`src/rtl/an_encoder_seq.sv`:
```
// an_encoder_seq
//   Sequential AN (product) code encoder for the transmit side of the SEC path.
//   Multiplies a DATA_W-bit word by the odd check constant A using one
//   shift-add step per data bit (LSB first). The result is a CODE_W-bit
//   codeword, and every clean codeword is a multiple of A.
//
//   Ports
//     clk        rising-edge clock
//     rst        asynchronous active-high reset; an in-flight word is dropped
//     in_valid   input word valid
//     in_ready   encoder accepts a word (IDLE only)
//     in_data    data word to encode
//     out_valid  codeword valid (DONE), held until accepted
//     out_ready  downstream accepts codeword
//     out_code   codeword; keeps its last value after the handshake
//     busy       high in BUSY or DONE
//
//   Optional feature (macro AN_ENC_ERR_INJ_EN)
//     inj_pos    error position 1..CODE_W, 0 = none, >CODE_W treated as none
//     inj_neg    1 = subtract 2^(inj_pos-1), 0 = add it
//     Both are captured with in_data. The adjustment is applied when the
//     codeword is finished and wraps modulo 2^CODE_W.
//
//   state | meaning
//   IDLE  | waiting for an input word, in_ready high
//   BUSY  | one shift-add step per edge, DATA_W edges
//   DONE  | codeword presented, waiting for out_ready

module an_encoder_seq #(
  parameter int DATA_W = 8,
  parameter int A      = 1939,
  parameter int A_W    = 11,
  parameter int CODE_W = 19
) (
  input  logic              clk,
  input  logic              rst,
  input  logic              in_valid,
  output logic              in_ready,
  input  logic [DATA_W-1:0] in_data,
`ifdef AN_ENC_ERR_INJ_EN
  input  logic [4:0]        inj_pos,
  input  logic              inj_neg,
`endif
  output logic              out_valid,
  input  logic              out_ready,
  output logic [CODE_W-1:0] out_code,
  output logic              busy
);

  localparam int CNT_W = (DATA_W > 1) ? $clog2(DATA_W) : 1;
  localparam logic [A_W-1:0]   A_VEC    = A_W'(A);
  localparam logic [CNT_W-1:0] CNT_LAST = CNT_W'(DATA_W - 1);

  typedef enum logic [1:0] {
    IDLE = 2'd0,
    BUSY = 2'd1,
    DONE = 2'd2
  } state_t;

  state_t state, state_nxt;

  logic [DATA_W-1:0] shreg;
  logic [CODE_W-1:0] acc;
  logic [CNT_W-1:0]  cnt;
  logic [CODE_W-1:0] addend;
  logic [CODE_W-1:0] acc_sum;
  logic [CODE_W-1:0] acc_final;
  logic              last_step;

  assign last_step = (cnt == CNT_LAST);

  always_ff @(posedge clk or posedge rst) begin
    if (rst) state <= IDLE;
    else     state <= state_nxt;
  end

  always_comb begin
    state_nxt = state;
    in_ready  = 1'b0;
    out_valid = 1'b0;
    case (state)
      IDLE: begin
        in_ready = 1'b1;
        if (in_valid) state_nxt = BUSY;
      end
      BUSY: begin
        if (last_step) state_nxt = DONE;
      end
      DONE: begin
        out_valid = 1'b1;
        if (out_ready) state_nxt = IDLE;
      end
      default: state_nxt = IDLE;
    endcase
  end

  assign busy = (state != IDLE);

  // The shift register moves right each step, so shreg[0] is data bit[cnt].
  assign addend  = shreg[0] ? ({{DATA_W{1'b0}}, A_VEC} << cnt) : '0;
  assign acc_sum = acc + addend;

`ifdef AN_ENC_ERR_INJ_EN
  logic [4:0]        inj_pos_q;
  logic              inj_neg_q;
  logic [CODE_W-1:0] inj_delta;

  always_comb begin
    inj_delta = '0;
    if (inj_pos_q != 5'd0 && 32'(inj_pos_q) <= 32'(CODE_W))
      inj_delta = CODE_W'(1) << (inj_pos_q - 5'd1);
  end

  assign acc_final = inj_neg_q ? (acc_sum - inj_delta) : (acc_sum + inj_delta);

  always_ff @(posedge clk or posedge rst) begin
    if (rst) begin
      inj_pos_q <= '0;
      inj_neg_q <= 1'b0;
    end else if (state == IDLE && in_valid) begin
      inj_pos_q <= inj_pos;
      inj_neg_q <= inj_neg;
    end
  end
`else
  assign acc_final = acc_sum;
`endif

  always_ff @(posedge clk or posedge rst) begin
    if (rst) begin
      shreg    <= '0;
      acc      <= '0;
      cnt      <= '0;
      out_code <= '0;
    end else begin
      case (state)
        IDLE: begin
          if (in_valid) begin
            shreg <= in_data;
            acc   <= '0;
            cnt   <= '0;
          end
        end
        BUSY: begin
          shreg <= shreg >> 1;
          cnt   <= cnt + CNT_W'(1);
          if (last_step) begin
            acc      <= acc_final;
            out_code <= acc_final;
          end else begin
            acc <= acc_sum;
          end
        end
        default: ;
      endcase
    end
  end

endmodule

```
`config.mk`:
```
export PLATFORM = sky130hd
export DESIGN_NAME = an_encoder_seq
export DESIGN_NICKNAME = d
export VERILOG_FILES = /design/src/rtl/an_encoder_seq.sv
export SDC_FILE = /design/constraint.sdc
export NUM_CORES = 1
export LEC_CHECK = 0
export ABC_CLOCK_PERIOD_IN_PS = 3800
export BUFFER_PORTS_ARGS = -buffer_cell sky130_fd_sc_hd__buf_2
export CORE_AREA = 5 5 116 74
export CTS_CLUSTER_SIZE = 30
export DETAILED_ROUTE_END_ITERATION = 8
export DIE_AREA = 0 0 121 79
export SETUP_SLACK_MARGIN = 0.5
export SYNTH_ARGS = -nofsm -noshare
export SYNTH_HDL_FRONTEND = slang
export SYNTH_SLANG_ARGS = --single-unit
```
`constraint.sdc`:
```
create_clock -name clk -period 3.8 [get_ports clk]
set_clock_uncertainty 0.1 [all_clocks]
set_input_delay 0.76 -clock clk [delete_from_list [all_inputs] [get_ports clk]]
set_output_delay 0.76 -clock clk [all_outputs]
set_load 0.005 [all_outputs]
```
==> impl_results.md <==
* Core area at 7538 um2
* Worst reg2reg path depth at 13
* Syn_area_per_cell at 9.296 um2
* Post-synth top cells: 51 x dfrtp_1, 45 x nand2_1, 39 x o21ai_1, 28 x ha_1, 23 x a21oi_1
* Least-Margin Pin Slew at 1.090 ns
* Area contributors post-synth: dfrtp_1 40%, ha_1 11%, o21ai_1 6.1%
* Synth Warn # at 0
* CP max stage delay at 0.42 ns
* Register bit total from synthesis at 51
* Sw Share at 0.4477
* Dominant synthesized flop cell: dfrtp_1
* CTS tree: done
* First-pass GRT wire length at 13350 um
* Min cycle time layout at 3.106 ns
* Die H at 79 um
* Mapped Nets at 388
* DIE AREA at 9559 um2
* Clock Sinks at 51
* Share of cells above drive strength 1 at 0.1990
* Post-synthesis cell type count at 48
* Register-to-register setup slack at 0.69 ns
* Area taken by multi-input logic gates at 1901 um2
* Initial Utilization at 0.4279
* Setup TNS at 0 ns
* Drt first pass iters at 4
* Top achievable clock speed at 322.0 MHz
* Htree depth at 2
* Synth top area share at 0.3957
* Hold Crit Start: out_code[5]
* Worst vdd ir at 285.3 uV
* Relative slew slack at 0.2722
* Avg Vias per Cell at 5.258
* Most frequent cell on the critical path: ha_1
* Outcome: finished, final reports clean
* Sequential Area at 1280 um2
* Setup violators final at 0
* Synth Instances at 347
* Hold endpoint: out_code[5]
* Slew Limit Fails at 0
* Cell accounting for the most synthesized area: dfrtp_1
* Boundary Pins at 34
* GP Congestion at 0.8976
* Arr. time, crit path at 3.16 ns
* Routed Antenna Nets at 0
* Hold buffer count at cts at 0
* Cell-internal power at 1901 uW
* P_leak at 0.001854 uW
* Vias post-DR at 2629
* Clk pin slew, worst setup/hold paths at 0.07 ns
* Largest net degree at the start of global routing at 52
* Hold Path Cell Cnt at 2
* Crit path max fanout at 5
* Logic pwr share at 0.588
* Async SR Flop Fraction at 1.000
* Aggregate global routing overflow at 0
* Type of the worst setup path: register to register
* Final Hold Viols at 0
* Max_cap viols at 0
* WL final at 7923 um
* Drt wl/cell at 15.85 um
* Post-Syn Area at 3226 um2
* Sequential-to-total area share from yosys stat at 0.3957
* Most frequent cell after synthesis: dfrtp_1
* CP Cell Sequence: inv_1 > ha_1 > and3_1 > ha_1 > fa_1 > a21o_2 > a221oi_4 > buf_6 > o41ai_4 > buf_4 > a31oi_4 > xnor2_2 > o21ai_1
* Clock power share at 0.129
* DRC at 0
* Final period util at 0.8173
* CTS root buf: clkbuf_16
* Switching power at 1541 uW
* Drt initial violations at 181
* Deepest clock path buffer count at 2
* RSZ-0062 raised after global routing: no
* # rows at 25
* Seq pwr share at 0.283
* Fill count at 730
* Pwr Density at 905.4 nW/um2
* Crit. End Element: register
* Slowest cell on crit path: fa_1
* Synth-to-layout area growth at 17.88%
* CTS Buf Count at 5
* GRT Resource Usage Total at 0.1767
* Fin nets at 432
* Post-synth EDFFs at 0
* Vias in the first global route at 2607
* Startpoint types: register
* Required @ worst endpoint at 3.86 ns
* Initial antenna violation count at 0
* Chip width at 121 um
* PortBufs at 33
* Hold WC Path Type: register to register
* Placed wire-length estimate at 5650 um
* ANT cells at 0
* Util after Layout at 0.5044
* Worst-skew pair later-pin latency at 0.30 ns
* RR Endpoint: acc[14]
* Reg-to-reg startpoint: cnt[0]
## per-layer routing
metal,part of all wire,global-route usage
met1,0.54,0.2725
met2,0.39,0.2416
met3,0.056,0.04769
met4,0.011,0.04299
met5,0,0
## layout make-up
| type | instances | area share |
|---|---|---|
| clock inverter | 1 | 0.001316 |
| inverter | 11 | 0.01185 |
| clock buffer | 7 | 0.03488 |
| tap | 108 | 0.03554 |
| multi-input combinational | 271 | 0.4998 |
| sequential | 51 | 0.3366 |
| timing repair buffer | 51 | 0.07996 |
## state kept, by name, indices dropped and copies added (netlist names)
register  flops
out_code     19
state         2
cnt           3
acc          19
shreg         8
## critical path: cells and delay by family (launching register included)
family,cells,cell delay [ns]
compound gates,5,0.85
simple gates,1,0.18
flops,1,0.41
xor+xnor,1,0.15
fa+ha+maj,3,0.85
buf+inv,3,0.42
## placed cells by master (no fill, tap or decap), drive strengths merged, types with 8 or more instances in the layout
master	n
xnor2	9
ha	28
nor2	13
nor2b	12
inv	10
a21o	8
o21ai	45
nand2	45
dfrtp	51
and2	8
buf	51
a21oi	23
and3	9
## cell families (layout without fill, tap and decap cells)
logic type | after synthesis | count (layout) | synth area share
AOI/OAI and AO/OA | 114 | 114 | 0.2362
xor gates and xnor gates | 14 | 14 | 0.03801
adders and majority gates | 29 | 29 | 0.1148
buffers and inverters | 25 | 70 | 0.02948
DFF | 51 | 51 | 0.3957
muxes | 8 | 8 | 0.02638
and+or+nand+nor | 106 | 106 | 0.1594
## what timing repair did
item / in CTS / in global routing
resized for setup: 2 / 11
pin swaps: 2 / 2
gates cloned: 0 / 0
setup endpoints to repair: 4 / 15
setup buffers: 3 / 11
## power groups by stage
stage | sequential [uW] | clock [uW] | combinational [uW]
floorplan | 931 | 0 | 1400
global placement | 983 | 0 | 1820
detailed placement | 988 | 0 | 1850
CTS | 985 | 456 | 1880
global route | 1010 | 485 | 2270
finish | 975 | 444 | 2020
## through the flow
step	setup slack [ns]	std cells	area, um2	hold WS [ns]	total power [uW]
floorplan	0.7420	347	3226	0.3553	2329
global placement	0.4987	478	3506	0.3620	2807
detailed placement	0.3890	478	3506	0.3700	2842
CTS	0.5634	489	3669	0.3848	3317
global route	0.4998	500	3802	0.4061	3767
finish	0.6944	500	3802	0.3784	3443
## worst max path at each step
stage | start | endpoint | slack (ns) | cells after the start
after floorplan | cnt[1] | out_code[16] | 0.74 | 11
after global placement | cnt[1] | acc[16] | 0.50 | 11
after detailed placement | cnt[1] | acc[16] | 0.39 | 11
after CTS | cnt[1] | out_code[18] | 0.56 | 12
after global routing | cnt[1] | acc[8] | 0.50 | 12
final | cnt[0] | acc[14] | 0.69 | 13
(Power assumes the default switching activity.)
